[config.mk]
export PLATFORM = sky130hd
export DESIGN_NAME = uart_word_rx
export DESIGN_NICKNAME = d
export VERILOG_FILES = /design/src/rtl/uart_word_rx.sv
export SDC_FILE = /design/constraint.sdc
export NUM_CORES = 1
export LEC_CHECK = 0
export ABC_AREA = 1
export CAP_MARGIN = 0
export CORE_ASPECT_RATIO = 0.9
export CORE_MARGIN = 3
export CORE_UTILIZATION = 62
export CTS_CLUSTER_SIZE = 8
export DETAILED_ROUTE_END_ITERATION = 10
export PLACE_DENSITY = 0.82
export RECOVER_POWER = 25
export SLEW_MARGIN = 10
export SYNTH_ARGS = -nofsm -noshare
export SYNTH_HDL_FRONTEND = slang
export SYNTH_SLANG_ARGS = --single-unit
[constraint.sdc]
create_clock -name sys_clk -period 4.8 [get_ports sys_clk]
set_input_delay 0.48 -clock sys_clk [delete_from_list [all_inputs] [get_ports sys_clk]]
set_output_delay 0.48 -clock sys_clk [all_outputs]
set_load 0.03 [all_outputs]
[src/rtl/uart_word_rx.sv]
// uart_word_rx: UART receive front end that assembles 8N1 (or 8+parity) bytes
// MSB-first into WORD_BYTES-wide words and presents them on a valid/ready
// stream with a wrapping in-frame word index.
// Optional feature macro: UART_RX_TIMEOUT_EN. When defined, a partial word is
// discarded after TIMEOUT_BITS idle bit times.
module uart_word_rx #(
    parameter int CLK_FREQ     = 200_000_000,
    parameter int BAUD         = 115200,
    parameter int WORD_BYTES   = 2,
    parameter int FRAME_WORDS  = 96,
    parameter int PARITY       = 0,
    parameter int TIMEOUT_BITS = 20
) (
    input  logic                           sys_clk,
    input  logic                           rst,
    input  logic                           uart_rx,
    input  logic                           err_clr,
    output logic [8*WORD_BYTES-1:0]        word_data,
    output logic [$clog2(FRAME_WORDS)-1:0] word_idx,
    output logic                           frame_last,
    output logic                           word_valid,
    input  logic                           word_ready,
    output logic                           err_frame,
    output logic                           err_parity,
    output logic                           err_overrun
);

    localparam int DIV    = (CLK_FREQ + BAUD / 2) / BAUD;
    localparam int HALF   = DIV / 2;
    localparam int CNT_W  = $clog2(DIV) + 1;
    localparam int WORD_W = 8 * WORD_BYTES;
    localparam int IDX_W  = $clog2(FRAME_WORDS);
    localparam int BCNT_W = 3;

    typedef enum logic [2:0] {
        S_IDLE      = 3'd0,
        S_START     = 3'd1,
        S_DATA      = 3'd2,
        S_PARITY    = 3'd3,
        S_STOP      = 3'd4,
        S_WAIT_IDLE = 3'd5
    } state_t;

    // Expected parity bit for a data byte: mode 1 = odd, otherwise even.
    function automatic logic parity_bit(input logic [7:0] data, input int mode);
        logic p;
        if (mode == 1) begin
            p = ~(^data);
        end else begin
            p = ^data;
        end
        return p;
    endfunction

    // Synchroniser and edge detector
    logic sync1_q, sync1_d;
    logic sync2_q, sync2_d;
    logic rx_prev_q, rx_prev_d;
    logic rx_s;
    logic rx_fall;

    // Receive FSM
    state_t            state_q, state_d;
    logic [CNT_W-1:0]  cnt_q, cnt_d;
    logic [2:0]        bitn_q, bitn_d;
    logic [7:0]        rxbyte_q, rxbyte_d;
    logic              tick;
    logic              good_byte;
    logic              drop_byte;
    logic              perr_new;
    logic              ferr_new;

    // Word assembly
    logic [WORD_W-1:0] shreg_q, shreg_d;
    logic [BCNT_W-1:0] bcnt_q, bcnt_d;
    logic              word_done;
    logic              timeout_hit;

    // Output register and sticky flags
    logic [WORD_W-1:0] word_data_q, word_data_d;
    logic [IDX_W-1:0]  word_idx_q, word_idx_d;
    logic [IDX_W-1:0]  next_idx_q, next_idx_d;
    logic              frame_last_q, frame_last_d;
    logic              word_valid_q, word_valid_d;
    logic              err_frame_q, err_frame_d;
    logic              err_parity_q, err_parity_d;
    logic              err_overrun_q, err_overrun_d;
    logic              ovr_new;

    assign rx_s    = sync2_q;
    assign rx_fall = rx_prev_q & ~sync2_q;
    assign tick    = (cnt_q == {CNT_W{1'b0}});

    // Next values of the line synchroniser (preset high so reset is not a start bit)
    always_comb begin
        sync1_d   = uart_rx;
        sync2_d   = sync1_q;
        rx_prev_d = sync2_q;
    end

    // Receive FSM: next state, bit timing counter and byte deserialiser
    always_comb begin
        state_d   = state_q;
        cnt_d     = cnt_q;
        bitn_d    = bitn_q;
        rxbyte_d  = rxbyte_q;
        good_byte = 1'b0;
        drop_byte = 1'b0;
        perr_new  = 1'b0;
        ferr_new  = 1'b0;
        case (state_q)
            S_IDLE: begin
                if (rx_fall) begin
                    state_d = S_START;
                    cnt_d   = CNT_W'(HALF - 1);
                end else begin
                    cnt_d = cnt_q;
                end
            end
            S_START: begin
                if (tick) begin
                    if (rx_s) begin
                        // Line went back high before mid-bit: treat as noise.
                        state_d = S_IDLE;
                    end else begin
                        state_d = S_DATA;
                        cnt_d   = CNT_W'(DIV - 1);
                        bitn_d  = 3'd0;
                    end
                end else begin
                    cnt_d = cnt_q - CNT_W'(1);
                end
            end
            S_DATA: begin
                if (tick) begin
                    rxbyte_d = {rx_s, rxbyte_q[7:1]};
                    cnt_d    = CNT_W'(DIV - 1);
                    if (bitn_q == 3'd7) begin
                        if (PARITY != 0) begin
                            state_d = S_PARITY;
                        end else begin
                            state_d = S_STOP;
                        end
                    end else begin
                        bitn_d = bitn_q + 3'd1;
                    end
                end else begin
                    cnt_d = cnt_q - CNT_W'(1);
                end
            end
            S_PARITY: begin
                if (tick) begin
                    cnt_d = CNT_W'(DIV - 1);
                    if (rx_s != parity_bit(rxbyte_q, PARITY)) begin
                        // Bad byte: skip its stop bit and resync on the next idle.
                        perr_new  = 1'b1;
                        drop_byte = 1'b1;
                        state_d   = S_WAIT_IDLE;
                    end else begin
                        state_d = S_STOP;
                    end
                end else begin
                    cnt_d = cnt_q - CNT_W'(1);
                end
            end
            S_STOP: begin
                if (tick) begin
                    if (rx_s) begin
                        good_byte = 1'b1;
                        state_d   = S_IDLE;
                    end else begin
                        ferr_new  = 1'b1;
                        drop_byte = 1'b1;
                        state_d   = S_WAIT_IDLE;
                    end
                end else begin
                    cnt_d = cnt_q - CNT_W'(1);
                end
            end
            S_WAIT_IDLE: begin
                if (rx_s) begin
                    state_d = S_IDLE;
                end else begin
                    state_d = S_WAIT_IDLE;
                end
            end
            default: begin
                state_d = S_IDLE;
            end
        endcase
    end

`ifdef UART_RX_TIMEOUT_EN
    localparam int TO_LIMIT = TIMEOUT_BITS * DIV;
    logic [31:0] idle_cnt_q, idle_cnt_d;

    // Inter-byte gap counter: only runs while a partial word is waiting
    always_comb begin
        timeout_hit = 1'b0;
        idle_cnt_d  = idle_cnt_q;
        if ((state_q == S_IDLE) && (bcnt_q != {BCNT_W{1'b0}})) begin
            if (idle_cnt_q == 32'(TO_LIMIT - 1)) begin
                timeout_hit = 1'b1;
                idle_cnt_d  = 32'd0;
            end else begin
                idle_cnt_d = idle_cnt_q + 32'd1;
            end
        end else begin
            idle_cnt_d = 32'd0;
        end
    end

    // Idle counter register
    always_ff @(posedge sys_clk) begin
        if (rst) begin
            idle_cnt_q <= 32'd0;
        end else begin
            idle_cnt_q <= idle_cnt_d;
        end
    end
`else
    // Without the timeout a partial word waits indefinitely
    always_comb begin
        timeout_hit = 1'b0;
    end
`endif

    // Word assembly: shift good bytes in, drop partial words on a bad byte or timeout
    always_comb begin
        shreg_d   = shreg_q;
        bcnt_d    = bcnt_q;
        word_done = 1'b0;
        if (good_byte) begin
            shreg_d = (shreg_q << 8) | WORD_W'(rxbyte_q);
            if (bcnt_q == BCNT_W'(WORD_BYTES - 1)) begin
                word_done = 1'b1;
                bcnt_d    = {BCNT_W{1'b0}};
            end else begin
                bcnt_d = bcnt_q + BCNT_W'(1);
            end
        end else if (drop_byte || timeout_hit) begin
            bcnt_d = {BCNT_W{1'b0}};
        end else begin
            bcnt_d = bcnt_q;
        end
    end

    // Single-entry output register, word index and sticky error flags
    always_comb begin
        word_data_d  = word_data_q;
        word_idx_d   = word_idx_q;
        next_idx_d   = next_idx_q;
        frame_last_d = frame_last_q;
        word_valid_d = word_valid_q;
        ovr_new      = word_done & word_valid_q & ~word_ready;
        if (word_done && (!word_valid_q || word_ready)) begin
            word_valid_d = 1'b1;
            word_data_d  = shreg_d;
            word_idx_d   = next_idx_q;
            frame_last_d = (next_idx_q == IDX_W'(FRAME_WORDS - 1));
            if (next_idx_q == IDX_W'(FRAME_WORDS - 1)) begin
                next_idx_d = {IDX_W{1'b0}};
            end else begin
                next_idx_d = next_idx_q + IDX_W'(1);
            end
        end else if (word_valid_q && word_ready) begin
            word_valid_d = 1'b0;
        end else begin
            word_valid_d = word_valid_q;
        end
        // A new error wins over a coincident clear.
        err_frame_d   = (err_frame_q & ~err_clr) | ferr_new;
        err_parity_d  = (err_parity_q & ~err_clr) | perr_new;
        err_overrun_d = (err_overrun_q & ~err_clr) | ovr_new;
    end

    // State register for the whole block
    always_ff @(posedge sys_clk) begin
        if (rst) begin
            sync1_q       <= 1'b1;
            sync2_q       <= 1'b1;
            rx_prev_q     <= 1'b1;
            state_q       <= S_IDLE;
            cnt_q         <= {CNT_W{1'b0}};
            bitn_q        <= 3'd0;
            rxbyte_q      <= 8'h00;
            shreg_q       <= {WORD_W{1'b0}};
            bcnt_q        <= {BCNT_W{1'b0}};
            word_data_q   <= {WORD_W{1'b0}};
            word_idx_q    <= {IDX_W{1'b0}};
            next_idx_q    <= {IDX_W{1'b0}};
            frame_last_q  <= 1'b0;
            word_valid_q  <= 1'b0;
            err_frame_q   <= 1'b0;
            err_parity_q  <= 1'b0;
            err_overrun_q <= 1'b0;
        end else begin
            sync1_q       <= sync1_d;
            sync2_q       <= sync2_d;
            rx_prev_q     <= rx_prev_d;
            state_q       <= state_d;
            cnt_q         <= cnt_d;
            bitn_q        <= bitn_d;
            rxbyte_q      <= rxbyte_d;
            shreg_q       <= shreg_d;
            bcnt_q        <= bcnt_d;
            word_data_q   <= word_data_d;
            word_idx_q    <= word_idx_d;
            next_idx_q    <= next_idx_d;
            frame_last_q  <= frame_last_d;
            word_valid_q  <= word_valid_d;
            err_frame_q   <= err_frame_d;
            err_parity_q  <= err_parity_d;
            err_overrun_q <= err_overrun_d;
        end
    end

    assign word_data   = word_data_q;
    assign word_idx    = word_idx_q;
    assign frame_last  = frame_last_q;
    assign word_valid  = word_valid_q;
    assign err_frame   = err_frame_q;
    assign err_parity  = err_parity_q;
    assign err_overrun = err_overrun_q;

endmodule

==> flow_summary.ini <==
[logic_synthesis]
syn_area_um2 = 3920
syn_avg_cell_area_um2 = 7.20
synthCells = 544
synth_nets = 554
ys_types = 38
ys_ff_latch = 83
seq_area_frac_synth_pct = 42.4
yosys_warnings = 0

[power]
p_comb_share_pct = 37.6
switching_share_pct = 39.4
switching_power_uw = 879
p_per_area_nw_per_um2 = 504
ir_worst_vdd_mv = 0.398
p_clk_share_pct = 24.4
cell_internal_pwr_uw = 1350
p_leak_uw = 0.00185
power_frac_seq_pct = 38.0

[timing]
report.final.slew_viol_count = 0
tns_ns = 0
fmax_ghz = 0.372
finalHoldViolations = 0
fin_worst_skew_ns = 0.0102
period_share_pct = 55.9
period_needed_ns = 2.69
setup_violations = 0
maxSlewHeadroom_pct = 23.0
tightest_slew_ns = 1.15
rsz0062_at_grt = false

[floorplanning]
num_rows = 26
design.core.area_um2 = 5890
die_w_um = 89.8
dieArea_um2 = 7310
io_pins = 33
chipHeight_um = 81.4
start_util_pct = 66.5

[worst_hold_path]
hold_class = register to register

[clock_tree]
cts-resized-gates = 0
cts-root-buf = clkbuf_8
cts_num_sinks = 83
ctsHoldBuffers = 0
cts_tree = yes
numCtsBuffers = 9
clkTransAtPathRegs_ns = 0.08
worstSkewPairLatency_ns = 0.34
clock_path_buffers = 2
cts_htree_levels = 3
post_cts_buffers = 0

[worst_setup_path]
arrival_ns = 2.92
cp_max_fo = 9
crit_type = register to register
cp-start-kind = register
required_ns = 5.04
endpoint_kind = register

[route]
vias = 3459
drt_pre_antenna_iters = 6
drt_iter0_drc = 278
vias_per_cell = 5.25
antenna_left = 0
avgRoutedWirePerCell_um = 12.6
drc = 0
wl_um = 8330

[finish]
fin_util_pct = 75.2
area_delta_synth_final_pct = 13.1
antennaDiodeCount = 0
drive_above_1_share_pct = 9.91
nets = 580

[global_route]
antenna_found_initial = 0
track_usage_pct = 24.4
gr-total-overflow = 0
grt_pass1_vias = 3194
grt_pass1_wl_um = 14500
grt_max_degree = 43

[placement]
place_congestion = 0.871
port_buffers = 32
dpl.hpwl_um = 5720

[flow_run]
cap_violations = 0

[status]
status = finished clean
power by group through the flow:
stage,logic [uW],registers [uW],clock network [uW]
2_1_floorplan,737,838,0
3_3_place_gp,850,858,0
3_5_place_dp,875,861,0
4_1_cts,886,846,557
5_1_grt,948,859,585
6_report,839,848,544
placed cells by master, fill, tap and decap left out, types with 2 or more instances in the layout:
| cell | netlist | layout |
|---|---|---|
| a211oi_1 | 2 | 2 |
| a21oi_1 | 34 | 35 |
| a21oi_2 | 18 | 17 |
| a31oi_1 | 3 | 3 |
| bufinv_16 | 0 | 2 |
| clkbuf_1 | 9 | 2 |
| clkbuf_8 | 0 | 10 |
| clkdlybuf4s50_1 | 0 | 18 |
| clkinv_2 | 1 | 2 |
| dfxtp_1 | 83 | 83 |
| dlygate4sd3_1 | 0 | 14 |
| ha_1 | 5 | 5 |
| inv_1 | 74 | 74 |
| inv_2 | 5 | 5 |
| nand2_1 | 84 | 85 |
| nand2_2 | 4 | 4 |
| nand3_1 | 22 | 22 |
| nand3b_1 | 2 | 2 |
| nand4_1 | 7 | 7 |
| nor2_1 | 103 | 104 |
| nor2_2 | 5 | 5 |
| nor2_4 | 2 | 2 |
| nor3_1 | 3 | 4 |
| o21ai_0 | 28 | 28 |
| o21ai_1 | 19 | 19 |
| or2_2 | 3 | 3 |
| xor2_1 | 7 | 7 |
kinds of logic (layout without fill, tap and decap cells):
group | Yosys count | count (layout) | share of synthesized area, %
AO/OA/AOI/OAI | 107 | 107 | 16.1
XOR/XNOR | 8 | 8 | 1.79
AND/OR/NAND/NOR | 242 | 242 | 27.6
flip-flops | 83 | 83 | 42.4
buffers and inverters | 99 | 130 | 10.5
adder cells (fa/ha/maj) | 5 | 5 | 1.60
worst max-delay path, stage by stage, from the launching register on:
cell and delay [ns]:
dfxtp_1 0.36, inv_1 0.10, ha_1 0.23, nand4_4 0.10
nor2_1 0.45, nand2_1 0.15, nand2_1 0.32, clkinvlp_2 0.42
o21ai_4 0.20, nand2_1 0.08, o21ai_1 0.12, inv_1 0.06
Yosys cell counts (all sizes together):
cell type  instances  area, um2
nor2             111        460
clkinv             1       5.00
xor2               7       61.3
a211oi             2       15.0
clkbuf            10       38.8
a41oi              1       8.76
nand4              8       65.1
dfxtp             83       1660
nand3             24        138
a21oi             52        328
ha                 5       62.6
inv               80        303
and3               1       6.26
buf                8       65.1
nor3               4       25.0
or2                3       18.8
o31ai              1       7.51
nand2             89        352
a31oi              3       18.8
o21ai             48        251
nand3b             2       15.0
xnor2              1       8.76
sequential cells by signal, summed over array words and instances, names as in the netlist, 3 cells and up:
| name | cells |
|---|---|
| bcnt_q | 3 |
| bitn_q | 3 |
| cnt_q | 12 |
| next_idx_q | 7 |
| rxbyte_q | 8 |
| shreg_q | 16 |
| state_q | 3 |
| word_data | 16 |
| word_idx | 7 |
through the flow:
stage | total power [uW] | hold slack, ns | instance area (um2) | setup slack, ns | cells
global placement | 1710 | 0.404 | 4240 | 2.29 | 643
detailed placement | 1740 | 0.397 | 4240 | 2.24 | 643
finish | 2230 | 0.418 | 4430 | 2.11 | 659
global route | 2390 | 0.426 | 4430 | 1.86 | 659
CTS | 2290 | 0.421 | 4460 | 2.33 | 659
floorplan | 1570 | 0.389 | 3920 | 3.21 | 544
cell type report:
cell class | count | area, um2
repair buffers | 33 | 328
fillers | 476 | 1460
clock buffers | 12 | 145
clock inverters | 4 | 73.8
well taps | 84 | 105
inverters | 81 | 307
flip-flops and latches | 83 | 1660
multi-input cells | 362 | 1810
per-layer routing:
metal	GRT usage, %	routed length, um
met1	32.4	4020
met2	40.0	3820
met3	6.67	456
met4	5.97	30
met5	0	0
path summary, 6_finish.rpt:
path	start	endpoint	slack, ns	depth (start not counted)
worst max-delay path	cnt_q[0]	cnt_q[6]	2.11	11
worst min-delay path	sync1_q	rx_prev_d	0.42	1
worst max register to register	cnt_q[0]	cnt_q[6]	2.11	11
worst min register to register	sync1_q	rx_prev_d	0.42	1
Note: power is estimated with default switching activity, not from simulation.
